<file path="src/rtl/uart_ctrl_pkg.sv">
`default_nettype none
// ============================================================================
//  Module      : uart_ctrl_pkg
//  Description : Shared register map, bit positions and TX FSM encoding for
//                the uart_ctrl MMIO controller.
//  Revision    : 1.0 - initial release
// ============================================================================
package uart_ctrl_pkg;

  // Register byte offsets
  localparam logic [3:0] C_ADDR_CTRL   = 4'h0;
  localparam logic [3:0] C_ADDR_STATUS = 4'h4;
  localparam logic [3:0] C_ADDR_TXDATA = 4'h8;
  localparam logic [3:0] C_ADDR_RXDATA = 4'hC;

  // CTRL bit positions (flush bits are write-1 pulses, never stored)
  localparam int C_CTRL_TX_EN      = 0;
  localparam int C_CTRL_RX_EN      = 1;
  localparam int C_CTRL_IRQ_RX_EN  = 2;
  localparam int C_CTRL_IRQ_TXE_EN = 3;
  localparam int C_CTRL_TX_FLUSH   = 4;
  localparam int C_CTRL_RX_FLUSH   = 5;
  localparam int C_CTRL_W          = 4;

  // STATUS bit positions
  localparam int C_ST_TX_FULL      = 0;
  localparam int C_ST_TX_EMPTY     = 1;
  localparam int C_ST_RX_FULL      = 2;
  localparam int C_ST_RX_EMPTY     = 3;
  localparam int C_ST_RX_OVERRUN   = 4;
  localparam int C_ST_TX_BUSY      = 5;
  localparam int C_ST_TX_DROP      = 6;
  localparam int C_ST_TX_COUNT_LSB = 8;
  localparam int C_ST_RX_COUNT_LSB = 16;

  // RXDATA read value when the RX FIFO is empty
  localparam logic [31:0] C_RXDATA_EMPTY = 32'h0000_0100;

  // TX sequencing states
  typedef enum logic [0:0] {
    TX_IDLE = 1'b0,
    TX_SEND = 1'b1
  } tx_state_t;

endpackage : uart_ctrl_pkg
`default_nettype wire

</file>
<file path="src/rtl/uart_ctrl_sync_fifo.sv">
`default_nettype none
// ============================================================================
//  Module      : sync_fifo
//  Description : Single-clock FIFO with extra-MSB pointers, flush and an
//                occupancy count. Pop on empty is ignored; push on full is
//                accepted only when a pop frees a slot in the same cycle.
//  Revision    : 1.0 - initial release
// ============================================================================
module sync_fifo #(
  parameter int DATA_WIDTH = 8,
  parameter int FIFO_DEPTH = 16
) (
  input  logic                          clk,
  input  logic                          rst,
  input  logic                          push,
  input  logic [DATA_WIDTH-1:0]         push_data,
  input  logic                          pop,
  input  logic                          flush,
  output logic [DATA_WIDTH-1:0]         pop_data,
  output logic                          full,
  output logic                          empty,
  output logic [$clog2(FIFO_DEPTH):0]   count
);

  localparam int AW = $clog2(FIFO_DEPTH);
  localparam logic [AW:0] C_PTR_ONE = (AW+1)'(1);

  logic [DATA_WIDTH-1:0] r_mem [FIFO_DEPTH];
  logic [AW:0]           r_wr_ptr;
  logic [AW:0]           r_rd_ptr;
  logic                  w_do_push;
  logic                  w_do_pop;

  // Equal pointers mean empty; equal index with differing MSB means full
  assign empty    = (r_wr_ptr == r_rd_ptr);
  assign full     = (r_wr_ptr[AW] != r_rd_ptr[AW]) &&
                    (r_wr_ptr[AW-1:0] == r_rd_ptr[AW-1:0]);
  assign count    = r_wr_ptr - r_rd_ptr;
  assign pop_data = r_mem[r_rd_ptr[AW-1:0]];

  assign w_do_pop  = pop && !empty;
  assign w_do_push = push && (!full || w_do_pop);

  // Pointer update; flush overrides any concurrent push or pop
  always_ff @(posedge clk or posedge rst) begin
    if (rst) begin
      r_wr_ptr <= '0;
      r_rd_ptr <= '0;
    end else if (flush) begin
      r_wr_ptr <= '0;
      r_rd_ptr <= '0;
    end else begin
      if (w_do_push) r_wr_ptr <= r_wr_ptr + C_PTR_ONE;
      if (w_do_pop)  r_rd_ptr <= r_rd_ptr + C_PTR_ONE;
    end
  end

  // Storage array; contents are don't-care until written
  always_ff @(posedge clk) begin
    if (w_do_push && !flush) r_mem[r_wr_ptr[AW-1:0]] <= push_data;
  end

endmodule : sync_fifo
`default_nettype wire

</file>
<file path="src/rtl/uart_ctrl.sv">
`default_nettype none
// ============================================================================
//  Module      : uart_ctrl
//  Description : MMIO controller for uart_core. Feeds the core from a TX FIFO
//                through a two-state handshake FSM, drains received bytes
//                into an RX FIFO and raises a level interrupt.
//  Revision    : 1.0 - initial release
// ============================================================================
module uart_ctrl
  import uart_ctrl_pkg::*;
#(
  parameter int FIFO_DEPTH = 16,
  parameter int DATA_WIDTH = 8
) (
  input  logic                  clk,
  input  logic                  rst,
  input  logic [3:0]            mmio_addr,
  input  logic                  mmio_wr_en,
  input  logic                  mmio_rd_en,
  input  logic [31:0]           mmio_wdata,
  output logic [31:0]           mmio_rdata,
  output logic [DATA_WIDTH-1:0] uart_data_in,
  output logic                  uart_data_in_valid,
  input  logic                  uart_data_in_ready,
  input  logic [DATA_WIDTH-1:0] uart_data_out,
  input  logic                  uart_data_out_valid,
  output logic                  uart_data_out_ready,
  output logic                  irq
);

  localparam int CW = $clog2(FIFO_DEPTH) + 1;

  // Registered state
  logic [C_CTRL_W-1:0]   r_ctrl;
  logic                  r_rx_overrun;
  logic                  r_tx_drop;
  tx_state_t             r_state;

  // Register decode strobes
  logic                  w_wr_ctrl;
  logic                  w_wr_status;
  logic                  w_wr_txdata;
  logic                  w_rd_rxdata;

  // FIFO interfaces
  logic                  w_tx_push;
  logic                  w_tx_pop;
  logic                  w_tx_flush;
  logic [DATA_WIDTH-1:0] w_tx_head;
  logic                  w_tx_full;
  logic                  w_tx_empty;
  logic [CW-1:0]         w_tx_count;

  logic                  w_rx_push;
  logic                  w_rx_pop;
  logic                  w_rx_flush;
  logic [DATA_WIDTH-1:0] w_rx_head;
  logic                  w_rx_full;
  logic                  w_rx_empty;
  logic [CW-1:0]         w_rx_count;

  logic                  w_tx_busy;
  logic                  w_handshake;
  logic                  w_rx_overrun_set;
  logic                  w_tx_drop_set;
  logic [31:0]           w_status;
  logic                  w_unused;

  assign w_wr_ctrl   = mmio_wr_en && (mmio_addr == C_ADDR_CTRL);
  assign w_wr_status = mmio_wr_en && (mmio_addr == C_ADDR_STATUS);
  assign w_wr_txdata = mmio_wr_en && (mmio_addr == C_ADDR_TXDATA);
  assign w_rd_rxdata = mmio_rd_en && (mmio_addr == C_ADDR_RXDATA);

  assign w_tx_flush  = w_wr_ctrl && mmio_wdata[C_CTRL_TX_FLUSH];
  assign w_rx_flush  = w_wr_ctrl && mmio_wdata[C_CTRL_RX_FLUSH];

  assign w_tx_push   = w_wr_txdata;
  assign w_tx_busy   = (r_state != TX_IDLE);
  assign w_handshake = uart_data_in_valid && uart_data_in_ready;

  // RX acceptance follows rx_en directly so the core sees it the same cycle
  assign uart_data_out_ready = r_ctrl[C_CTRL_RX_EN];
  assign w_rx_push           = uart_data_out_valid && uart_data_out_ready;
  assign w_rx_pop            = w_rd_rxdata && !w_rx_empty;

  // A full-FIFO push only loses data when nothing is leaving that cycle
  assign w_rx_overrun_set = w_rx_push && w_rx_full && !w_rx_pop && !w_rx_flush;
  assign w_tx_drop_set    = w_tx_push && w_tx_full && !w_tx_pop && !w_tx_flush;

  // Upper write-data bits have no register behind them
  assign w_unused = ^mmio_wdata[31:DATA_WIDTH];

  sync_fifo #(
    .DATA_WIDTH (DATA_WIDTH),
    .FIFO_DEPTH (FIFO_DEPTH)
  ) u_tx_fifo (
    .clk       (clk),
    .rst       (rst),
    .push      (w_tx_push),
    .push_data (mmio_wdata[DATA_WIDTH-1:0]),
    .pop       (w_tx_pop),
    .flush     (w_tx_flush),
    .pop_data  (w_tx_head),
    .full      (w_tx_full),
    .empty     (w_tx_empty),
    .count     (w_tx_count)
  );

  sync_fifo #(
    .DATA_WIDTH (DATA_WIDTH),
    .FIFO_DEPTH (FIFO_DEPTH)
  ) u_rx_fifo (
    .clk       (clk),
    .rst       (rst),
    .push      (w_rx_push),
    .push_data (uart_data_out),
    .pop       (w_rx_pop),
    .flush     (w_rx_flush),
    .pop_data  (w_rx_head),
    .full      (w_rx_full),
    .empty     (w_rx_empty),
    .count     (w_rx_count)
  );

  // TX FIFO pop: load from IDLE, or chain the next byte on a SEND handshake
  always_comb begin
    w_tx_pop = 1'b0;
    case (r_state)
      TX_IDLE: w_tx_pop = r_ctrl[C_CTRL_TX_EN] && !w_tx_empty;
      TX_SEND: w_tx_pop = w_handshake && r_ctrl[C_CTRL_TX_EN] && !w_tx_empty;
      default: w_tx_pop = 1'b0;
    endcase
  end

  // TX FSM: byte and valid are held stable until the core accepts them
  always_ff @(posedge clk or posedge rst) begin
    if (rst) begin
      r_state            <= TX_IDLE;
      uart_data_in       <= '0;
      uart_data_in_valid <= 1'b0;
    end else begin
      case (r_state)
        TX_IDLE: begin
          if (w_tx_pop) begin
            uart_data_in       <= w_tx_head;
            uart_data_in_valid <= 1'b1;
            r_state            <= TX_SEND;
          end
        end
        TX_SEND: begin
          if (w_handshake) begin
            if (w_tx_pop) begin
              uart_data_in <= w_tx_head;
            end else begin
              uart_data_in_valid <= 1'b0;
              r_state            <= TX_IDLE;
            end
          end
        end
        default: begin
          r_state            <= TX_IDLE;
          uart_data_in_valid <= 1'b0;
        end
      endcase
    end
  end

  // CTRL storage and sticky STATUS flags (a new event beats a W1C clear)
  always_ff @(posedge clk or posedge rst) begin
    if (rst) begin
      r_ctrl       <= '0;
      r_rx_overrun <= 1'b0;
      r_tx_drop    <= 1'b0;
    end else begin
      if (w_wr_ctrl) r_ctrl <= mmio_wdata[C_CTRL_W-1:0];
      r_rx_overrun <= w_rx_overrun_set ||
                      (r_rx_overrun && !(w_wr_status && mmio_wdata[C_ST_RX_OVERRUN]));
      r_tx_drop    <= w_tx_drop_set ||
                      (r_tx_drop && !(w_wr_status && mmio_wdata[C_ST_TX_DROP]));
    end
  end

  // STATUS word assembly
  always_comb begin
    w_status                               = '0;
    w_status[C_ST_TX_FULL]                 = w_tx_full;
    w_status[C_ST_TX_EMPTY]                = w_tx_empty;
    w_status[C_ST_RX_FULL]                 = w_rx_full;
    w_status[C_ST_RX_EMPTY]                = w_rx_empty;
    w_status[C_ST_RX_OVERRUN]              = r_rx_overrun;
    w_status[C_ST_TX_BUSY]                 = w_tx_busy;
    w_status[C_ST_TX_DROP]                 = r_tx_drop;
    w_status[C_ST_TX_COUNT_LSB +: CW]      = w_tx_count;
    w_status[C_ST_RX_COUNT_LSB +: CW]      = w_rx_count;
  end

  // Read data: captured on the read strobe and held until the next read
  always_ff @(posedge clk or posedge rst) begin
    if (rst) begin
      mmio_rdata <= '0;
    end else if (mmio_rd_en) begin
      case (mmio_addr)
        C_ADDR_CTRL:   mmio_rdata <= 32'(r_ctrl);
        C_ADDR_STATUS: mmio_rdata <= w_status;
        C_ADDR_RXDATA: mmio_rdata <= w_rx_empty ? C_RXDATA_EMPTY : 32'(w_rx_head);
        default:       mmio_rdata <= '0;
      endcase
    end
  end

  // Level interrupt, registered one cycle behind its causes
  always_ff @(posedge clk or posedge rst) begin
    if (rst) begin
      irq <= 1'b0;
    end else begin
      irq <= (r_ctrl[C_CTRL_IRQ_RX_EN] && !w_rx_empty) ||
             (r_ctrl[C_CTRL_IRQ_TXE_EN] && w_tx_empty && !w_tx_busy);
    end
  end

endmodule : uart_ctrl
`default_nettype wire

</file>
<file path="config.mk">
export PLATFORM = sky130hd
export DESIGN_NAME = uart_ctrl
export DESIGN_NICKNAME = d
export VERILOG_FILES = /design/src/rtl/uart_ctrl_pkg.sv /design/src/rtl/uart_ctrl_sync_fifo.sv /design/src/rtl/uart_ctrl.sv
export SDC_FILE = /design/constraint.sdc
export NUM_CORES = 1
export LEC_CHECK = 0
export ABC_AREA = 1
export CAP_MARGIN = 20
export CORE_MARGIN = 3
export CORE_UTILIZATION = 45
export DETAILED_ROUTE_END_ITERATION = 8
export DONT_BUFFER_PORTS = 1
export GPL_ROUTABILITY_DRIVEN = 0
export GPL_TIMING_DRIVEN = 0
export SLEW_MARGIN = 10
export SYNTH_ARGS = -nofsm -noshare
export SYNTH_HDL_FRONTEND = slang
export SYNTH_HIERARCHICAL = 1
export SYNTH_SLANG_ARGS = --single-unit
</file>
<file path="constraint.sdc">
create_clock -name clk -period 7.3 [get_ports clk]
set_input_delay 1.46 -clock clk [delete_from_list [all_inputs] [get_ports clk]]
set_output_delay 1.46 -clock clk [all_outputs]
set_load 0.1 [all_outputs]
</file>
; ---- Word-level counts from Yosys, hierarchy flattened
; Memory sizes are Yosys's and may differ from the RTL's.
; Cells that the tools add are included.
[classes]
add_sub_neg = 6
n_reduce_logical = 55
bitwise = 1
n_eq_ne = 12
mux = 25
[op_table]
columns = operator, count
row1 = $pmux 21 s3, 1
row2 = $mux 5, 8
row3 = $logic_and 1x1->1, 33
row4 = $add 5x1->5 const B, 4
row5 = $mux 8, 2
row6 = $pmux 8 s2, 1
row7 = $logic_not 1->1, 11
row8 = $eq 5x5->1, 2
row9 = $sub 5x5->5, 2
row10 = $mux 1, 9
row11 = $mux 9, 1
row12 = $eq 4x4->1, 2
row13 = $eq 4x4->1 const B, 2
row14 = $reduce_bool 2->1, 4
row15 = $pmux 1 s2, 3
row16 = $logic_or 1x1->1, 5
row17 = $eq 4x3->1 const B, 1
row18 = $logic_not 4->1, 1
row19 = $ne 2x1->1 const B, 2
row20 = $reduce_and 3->1, 1
row21 = $ne 1x1->1, 2
row22 = $ne 2x2->1 const B, 1
row23 = $not 1->1, 1
[totals]
mem_bits_rw = 256
word_cells = 113
output_inout_bits = 43
mem_count = 2
regBits = 69
in_bits = 50
[memory_table]
columns = memory, words, word_bits, rd, rd_clocked_by_memory_dff, write_ports, line
row1 = u_rx_fifo.r_mem, 16, 8, 1, 0, 1, uart_ctrl_sync_fifo.sv:28  ; logic [DATA_WIDTH-1:0] r_mem [FIFO_DEPTH];
row2 = u_tx_fifo.r_mem, 16, 8, 1, 0, 1, uart_ctrl_sync_fifo.sv:28

; ---- Longest topological paths before layout
; Gate-level depths: netlist of run 1.
[logic_depth]
depth_word = 10
mapped_depth = 16
ltp_nobuf = 14

; ---- Cells and area by module
; Netlist of run 1, hierarchy kept.
[modules_own_cells]
columns = mod, seq_area_each_um2, instances, area_each_um2, cells_per_inst
row1 = sync_fifo (u_rx_fifo), 4093.9, 1, 6523.8, 694
row2 = sync_fifo (u_tx_fifo), 4093.9, 1, 6517.5, 693
row3 = uart_ctrl, 875.8, 1, 1783.0, 227

; ---- Least setup slack after synthesis of run 1
; No wires, ideal clock.
[synth_path]
path_kind = input port to flip-flop
startpoint = in mmio_addr[1]
endpoint = mem u_rx_fifo.r_mem[12][0], enable pin
arrival_time_ns = 2.785
n_path_buf = 2
cell_stages = 9
setup_ns = 0.370
slack_ns = 4.145
required_ns = 6.930
path_cell_list = nor2_4 > buf_6 > nand4_1 > inv_2 > inv_1 > nand3_4 > nand3_2 > buf_6 > nor2_1
[synth_between]
elab_chain_cells = 9
word_cells_on_any_way = 13
cone_classes = eq/ne (1) / mux (2) / reduce/logical (10)
[synth_rtl]
columns = element, line
row1 = start: declaration, uart_ctrl.sv:17  ; input logic [3:0] mmio_addr,
row2 = $eq 4x4->1, uart_ctrl.sv:72  ; assign w_rd_rxdata = mmio_rd_en && (mmio_addr == C_ADDR_RXDATA);
row3 = $logic_and 1x1->1, uart_ctrl.sv:72
row4 = $logic_and 1x1->1, uart_ctrl.sv:84  ; assign w_rx_pop = w_rd_rxdata && !w_rx_empty;
row5 = net w_rx_pop, uart_ctrl.sv:55  ; logic w_rx_pop;
row6 = $logic_and 1x1->1, uart_ctrl_sync_fifo.sv:41  ; assign w_do_pop = pop && !empty;
row7 = $logic_or 1x1->1, uart_ctrl_sync_fifo.sv:42  ; assign w_do_push = push && (!full || w_do_pop);
row8 = $logic_and 1x1->1, uart_ctrl_sync_fifo.sv:42
row9 = $logic_and 1x1->1, uart_ctrl_sync_fifo.sv:60  ; if (w_do_push && !flush) r_mem[r_wr_ptr[AW-1:0]] <= push_data;
row10 = $mux 1, uart_ctrl_sync_fifo.sv:60
row11 = $mux 1 (not written as such), uart_ctrl_sync_fifo.sv:60
row12 = end: declaration, uart_ctrl_sync_fifo.sv:28
; The timed path passes the listed nets, and every way through them passes these cells.

; ---- Final worst setup path of run 1
[layout_path]
startpoint = reg u_tx_fifo.r_rd_ptr[1]
endpoint = mem u_tx_fifo.r_mem[5][5], enable pin
[layout_between]
elab_chain_cells = 10
word_cells_on_any_way = 14
cone_classes = eq/ne (2) / mux (3) / reduce/logical (9)
[layout_rtl]
columns = element, line
row1 = start: declaration, uart_ctrl_sync_fifo.sv:30  ; logic [AW:0] r_rd_ptr;
row2 = start signal: assignment, uart_ctrl_sync_fifo.sv:54  ; if (w_do_pop) r_rd_ptr <= r_rd_ptr + C_PTR_ONE;
row3 = $eq 5x5->1 *, uart_ctrl_sync_fifo.sv:35  ; assign empty = (r_wr_ptr == r_rd_ptr);
row4 = net w_tx_empty, uart_ctrl.sv:51  ; logic w_tx_empty;
row5 = $logic_not 1->1 *, "uart_ctrl.sv:129, uart_ctrl.sv:130"
row6 = $logic_and 1x1->1 (on tied branches), "uart_ctrl.sv:130, uart_ctrl.sv:129"
row7 = $pmux 1 s2 *, uart_ctrl.sv:128  ; case (r_state)
row8 = net w_tx_pop, uart_ctrl.sv:47  ; logic w_tx_pop;
row9 = $logic_and 1x1->1 *, uart_ctrl_sync_fifo.sv:41
row10 = $logic_or 1x1->1 *, uart_ctrl_sync_fifo.sv:42
row11 = $logic_and 1x1->1 *, uart_ctrl_sync_fifo.sv:42
row12 = $logic_and 1x1->1 *, uart_ctrl_sync_fifo.sv:60
row13 = $mux 1 *, uart_ctrl_sync_fifo.sv:60
row14 = $mux 1 (not written as such) *, uart_ctrl_sync_fifo.sv:60
row15 = end: declaration, uart_ctrl_sync_fifo.sv:28
; The timed path passes the listed nets; every way through them passes the cells marked *.

==> results.txt, run 1 <==
RSZ-0062 raised after global routing - no
Sw Ratio - 30.9%
power per cell area - 277 nW/um^2
CP Launch Type - flop
Leakage - 7.64 nW
Rel. slew slack - 30.9%
Hold Vio Cnt, Final - 0
total number of vias - 10,485
# Post-CTS Setup Buffers - 0
FP Rows - 65
worst slew pin tran - 1030 ps
later-pin clock latency in the skew report - 530 ps
Reg power frac - 46.2%
clock root cell - clkbuf_16
kind of critical path - reg -> reg
Placed Area - 15,400 um^2
Finished Cell Area - 16,500 um^2
Initial Util - 46.3%
GRT Total Usage - 20.5%
Max Clock Freq - 228 MHz
Seq cells post-synth - 311
# DRC - 0
H-tree depth - 2
setup violators final - 0
Tot Pwr - 4.56 mW
sequential-to-total area share from yosys stat - 61.1%
Final #Nets - 1,735
Placed Instances - 2,062
power share of the combinational group - 18.2%
VDD IR max - 0.224 mV
largest net degree at the start of global routing - 36
Routed WL per cell - 17.0 um
critical path peak fanout - 11
I/O pin cnt - 93
initial antenna violation count - 0
busiest grt layer - met2
Worst EP required - 7440 ps
syn_area_per_cell - 9.18 um^2
die area - 35,200 um^2
final worst slack - 2920 ps
Pins Over Slew Limit - 0
met1 usage - 26.9%
data arrival time of the worst path - 4520 ps
clock share of power - 35.6%
Netlist cell types - 32
Clock Pin Slew Worst Setup and Hold Paths - 60 ps
grt met2 use - 35.5%
ant diodes - 0
Area growth syn-to-layout - 11.2%
GRT overflow - 0
status - finished, final reports clean
ratio of cells with drive above 1 in the final layout - 8.05%
CTS Buf Count - 36
dpl ws - 3010 ps
Mapped Area - 14,800 um^2
Core Region - 32,000 um^2
area of the multi-input gates - 4260 um^2
hold buffers post-CTS - 0
chip height - 188 um
met3 Resource Use GR - 2.94%
vias in the first global route - 10,263
DPL Wire Length - 24,800 um
vias per cell - 4.93
setup TNS - 0 ps
clk buf depth - 3
Layout Cells excl Fill - 2,125
Post-DRT Antenna Nets - 0
max cap viols - 0
Sink Count - 311
Layout Skew - 26.3 ps
Die Width - 188 um
first-pass GRT wire length - 56,700 um
# fillers - 2,974
FF+latch area - 9060 um^2
crit path time final - 4380 ps
dominant cells by area after synthesis - edfxtp_1, nand2_1, dfrtp_1
Pre-antenna DRT Iters - 5
final worst-path cycle share - 60.0%
Gates resized, CTS repair - 0
CTS tree - yes
top cell type by total area after synthesis - edfxtp_1
cell count after synthesis - 1,614
DR iter-0 viols - 728
port bufs - 0
Hold WC Path Type - reg -> reg
net load switching power - 1.41 mW
internal power - 3.15 mW
CP Capture Type - flop
Yosys warning total - 6
final wirelength - 36,100 um
Synth top area share - 51.9%
worst max-delay path, cell delays in order (launching register included):
cell and delay (ps):
dfrtp_1 410, buf_2 210, inv_1 220, buf_2 310, ha_1 290, nand2_1 130, nor2_4 60, nand2_1 150
inv_1 100, nor2_1 180, nand2_2 240, inv_2 270, inv_1 120, nand3_4 140, nand3_2 170, buf_6 200
nor2_1 770
cells in the mapped netlist:
library cell  instances
buf_4                19
edfxtp_1            256
clkinv_1              4
nor3_1                2
o22ai_1               1
buf_2                32
nand3_2               2
nor2_8                1
nand2_4               1
xnor2_1               2
o21ai_0               8
o21ai_1               4
a21oi_1               6
buf_1                 6
nand2_2              10
buf_6                 5
ha_1                 18
nand3_4               2
inv_1               288
conb_1                1
fa_1                  2
nor2_2                3
inv_2                10
xor2_1               10
nor2_1               51
nand3_1             218
nor2_4                4
nand2_1             568
clkbuf_1              8
nand4_1              16
dfrtp_1              55
nand3b_1              1
final timing paths:
check	from	endpoint	slack [ps]	depth (start not counted)
setup / recovery	u_tx_fifo/r_rd_ptr[1]	u_tx_fifo/r_mem[5][5]	2920	16
hold / removal	r_rx_overrun	r_rx_overrun	500	2
setup reg to reg	u_tx_fifo/r_rd_ptr[1]	u_tx_fifo/r_mem[5][5]	2920	16
hold reg to reg	r_rx_overrun	r_rx_overrun	500	2
max in group asynchronous	rst	mmio_rdata[7]	5780	1
min in group asynchronous	rst	u_tx_fifo/r_rd_ptr[1]	830	1
power by group through the flow:
| stage | Combinational (mW) | Clock [mW] | Sequential, mW |
|---|---|---|---|
| after floorplan | 0.603 | 0 | 2.13 |
| after global placement | 0.817 | 0 | 2.14 |
| after detailed placement | 0.827 | 0 | 2.14 |
| after CTS | 0.833 | 1.66 | 2.11 |
| after global routing | 0.927 | 1.73 | 2.11 |
| final | 0.831 | 1.62 | 2.11 |
layer usage:
layer | vias to the layer above | wire, um
met5 | - | 0
met4 | 0 | 943
met3 | 64 | 1950
met2 | 301 | 17600
met1 | 4959 | 15600
li1 | 5161 | -
through the flow:
step	hold WS [ps]	utilization (%)
after global routing	538	51.4
after global placement	475	48.1
after detailed placement	492	48.1
after floorplan	442	-
final	501	51.4
after CTS	505	51.4
cell families after synthesis:
| group | Yosys count | synth area share [%] |
|---|---|---|
| buf+inv | 372 | 10.4 |
| fa+ha+maj | 20 | 1.79 |
| xor+xnor | 12 | 0.709 |
| other cells | 1 | 0.0253 |
| flops | 311 | 61.1 |
| simple gates | 879 | 25.3 |
| compound gates | 19 | 0.650 |
state kept, by name, indices dropped and copies added, names as in the netlist:
register and cells:
uart_data_in 8, r_ctrl 4, u_tx_fifo/r_mem 128, r_tx_drop 1, uart_data_in_valid 1, u_tx_fifo/r_rd_ptr 5
u_rx_fifo/r_mem 128, u_rx_fifo/r_wr_ptr 5, irq 1, mmio_rdata 18, r_rx_overrun 1, u_rx_fifo/r_rd_ptr 5
r_state 1, u_tx_fifo/r_wr_ptr 5
area by class of cell:
cell class	count	area share, %
multi-input combinational	944	25.9
sequential	311	55.0
clock buffer	43	5.75
inverter	302	6.88
clock inverter	20	0.698
tap	435	3.30
buffer	70	2.50
layout by cell type (no fill, tap or decap), types with 3 or more instances in the layout:
master,instances
ha_1,18
buf_2,32
conb_1,14
buf_1,6
xor2_1,10
buf_6,5
nand3_1,218
edfxtp_1,256
buf_4,19
inv_1,287
o21ai_0,8
a21oi_1,6
dfrtp_1,55
nor2_4,4
clkbuf_16,36
nor2_1,51
nand2_2,10
clkinv_1,16
nand2_1,568
inv_2,11
nor2_2,3
o21ai_1,4
clkinv_2,5
clkbuf_1,13
nand4_1,16
(Power assumes the default switching activity.)
==> run 2: changes to the inputs <==
- clock period: 7.3 -> 3.85 ns (I/O delays scaled with it)
==> run 2 against run 1 <==
Net effect: worst setup slack lost 2800 ps; clock-buffer cell count did not move; cell count increased by 0.19%; combinational power rose by 94%; core utilization rose by 0.90 points; sequential cell count did not move; critical path type unchanged; critical endpoint is now u_rx_fifo/r_mem[11][1]; largest cell class unchanged; largest power group unchanged; highest routed layer unchanged.
==> results.txt, run 2 (synthesized netlist as in run 1, its figures left out) <==
VDD IR max - 0.427 mV (+91%)
crit path time final - 3740 ps (-645 ps)
CTS tree - yes
CTS Buf Count - 36 (unchanged)
most frequent cells in the layout - nand2_1, inv_1, edfxtp_1
DPL Wire Length - 24,800 um (unchanged)
Core Region - 32,000 um^2 (unchanged)
clock root cell - clkbuf_16
CP Capture Type - flop
I/O pin cnt - 93 (unchanged)
kind of critical path - reg -> reg
clock share of power - 35.4% (-0.2 points)
total number of vias - 10,472 (-0.12%)
internal power - 5.98 mW (+90%)
Rel. slew slack - 30.2% (-0.77 points)
data arrival time of the worst path - 3890 ps (-630 ps)
Leakage - 7.69 nW (+0.67%)
# fillers - 2,934 (-1.3%)
Max Clock Freq - 268 MHz (+17%)
crit path cell chain - buf_2 > inv_1 > clkbuf_4 > ha_1 > nand2_1 > nor2_4 > nand2_1 > inv_1 > inv_1 > nand4_1 > inv_2 > inv_1 > nand3_4 > nand3_2 > nor2_1
Crit path max-delay family - simple AND/OR/NAND/NOR gates
Sink Count - 311 (unchanged)
setup violators final - 0 (unchanged)
reg2reg path depth - 15 (-1)
Layout Cells excl Fill - 2,129 (+0.19%)
initial antenna violation count - 0 (unchanged)
Initial Util - 46.3% (unchanged)
# DRC - 0 (unchanged)
critical path peak fanout - 10 (-1)
Routed WL per cell - 17.0 um (-0.29%)
final wirelength - 36,100 um (about the same)
later-pin clock latency in the skew report - 530 ps (about the same)
Hold WC Path Type - in -> async
Finished Cell Area - 16,800 um^2 (+1.7%)
Final #Nets - 1,739 (+0.23%)
Post-DRT Antenna Nets - 0 (unchanged)
power per cell area - 517 nW/um^2 (+87%)
Pre-antenna DRT Iters - 5 (unchanged)
Reg power frac - 46.1% (about the same)
slowest stage delay, CP - 660 ps (-110 ps)
WHS - 141 ps (-360 ps)
power share of the combinational group - 18.5% (+0.3 points)
Area growth syn-to-layout - 13.1%
Placed Instances - 2,062 (unchanged)
most frequent CP cell - inv_1
largest net degree at the start of global routing - 36 (unchanged)
Layout Skew - 26.0 ps (-0.323 ps)
crit path max-delay cell type - nor2_1
Tot Pwr - 8.67 mW (+90%)
GRT Total Usage - 20.5% (about the same)
FP Rows - 65 (unchanged)
die area - 35,200 um^2 (unchanged)
crit path buf inv count - 7 (unchanged)
vias in the first global route - 10,282 (+0.19%)
net load switching power - 2.69 mW (+91%)
Sw Ratio - 31.1% (+0.15 points)
Hold Vio Cnt, Final - 0 (unchanged)
DR iter-0 viols - 730 (+0.27%)
Clock Pin Slew Worst Setup and Hold Paths - 60 ps (about the same)
commonest non-fill, non-tap cell in the layout - nand2_1
final worst-path cycle share - 97.0% (+37 points)
Pins Over Slew Limit - 0 (unchanged)
chip height - 188 um (unchanged)
R2R setup slack - 110 ps (-2800 ps)
ant diodes - 0 (unchanged)
CP Launch Type - flop
Die Width - 188 um (unchanged)
port bufs - 0 (unchanged)
R2R Path End - u_rx_fifo/r_mem[11][1]
worst slew pin tran - 1050 ps (+15.4 ps)
Reg-to-Reg Start - u_rx_fifo/r_rd_ptr[1]
H-tree depth - 2 (unchanged)
Placed Area - 15,400 um^2 (unchanged)
max cap viols - 0 (unchanged)
RSZ-0062 raised after global routing - yes
GRT overflow - 0 (unchanged)
ratio of cells with drive above 1 in the final layout - 9.98% (+1.9 points)
clk buf depth - 3 (unchanged)
status - finished, final reports clean
first-pass GRT wire length - 56,800 um (+0.13%)
Worst EP required - 4010 ps (-3430 ps)
vias per cell - 4.92 (-0.31%)
## run 2: cell types whose count changed in the layout (fill, tap and decap cells not counted)
cell	change
buf_12	+4
buf_2	-2
buf_4	+1
clkbuf_4	+1
inv_2	-1
inv_4	+1
nand2_2	-1
nand2_4	+1
nand3_2	-1
nand3_4	+1
nor2_1	-29
nor2_2	+6
nor2_4	+23
## run 2: cell type report
cell class	instances	area (um^2)	area share (%)
flip-flops and latches	311	9060	54.1
multi-input cells	944	4460	26.6
inverters	302	1140	6.78
clock buffers	43	947	5.65
well taps	435	544	3.25
plain buffers	70	417	2.48
clock inverters	20	115	0.687
repair buffers	4	80.1	0.478
## run 2: worst reg2reg max path, cell delays in order, from the launching register on
cell	delay (ps)
dfrtp_1	410
buf_2	260
inv_1	180
clkbuf_4	240
ha_1	320
nand2_1	130
nor2_4	60
nand2_1	120
inv_1	150
inv_1	160
nand4_1	160
inv_2	130
inv_1	90
nand3_4	120
nand3_2	200
nor2_1	660
## run 2: worst max path at each step
stage | startpoint | endpoint | slack (ps) | depth (start not counted)
final | u_rx_fifo/r_rd_ptr[1] | u_rx_fifo/r_mem[11][1] | 110 | 15
after CTS | u_rx_fifo/r_rd_ptr[1] | u_rx_fifo/r_mem[6][6] | 2 | 16
after floorplan | u_tx_fifo/r_rd_ptr[1] | u_tx_fifo/r_mem[12][0] | 770 | 16
after global routing | u_rx_fifo/r_rd_ptr[1] | u_rx_fifo/r_mem[11][2] | -160 | 15
after global placement | u_tx_fifo/r_rd_ptr[1] | u_tx_fifo/r_mem[5][0] | -440 | 16
after detailed placement | u_tx_fifo/r_rd_ptr[1] | u_tx_fifo/r_mem[5][5] | -440 | 16
## run 2: metrics by stage
stage | utilization [%] | setup slack (ps) | setup TNS (ps)
floorplan | - | 767 | 0
global placement | 48.1 | -444 | -35820
detailed placement | 48.1 | -443 | -40680
CTS | 51.9 | 1.51 | 0
global route | 52.3 | -161 | -4310
finish | 52.3 | 115 | 0
## run 2: repair_timing
item,4_1_cts,5_1_grt
gates resized for setup,36,21
buffers inserted,1,3
pin swaps,1,3
hold buffers,0,0
setup endpoints to repair,190,256
## run 2: metal layers
| layer | vias up | routed length, um | track usage, % |
|---|---|---|---|
| li1 | 5185 | - | - |
| met1 | 4954 | 15600 | 26.9 |
| met2 | 279 | 17700 | 35.8 |
| met3 | 54 | 1990 | 2.95 |
| met4 | 0 | 803 | 5.95 |
| met5 | - | 0 | 0 |
## run 2: power by group through the flow
stage	Sequential, mW	Combinational (mW)	Clock, mW
global route	4.01	1.79	3.28
detailed placement	4.06	1.57	0
global placement	4.06	1.55	0
finish	4.00	1.61	3.07
CTS	4.00	1.59	3.14
floorplan	4.03	1.14	0
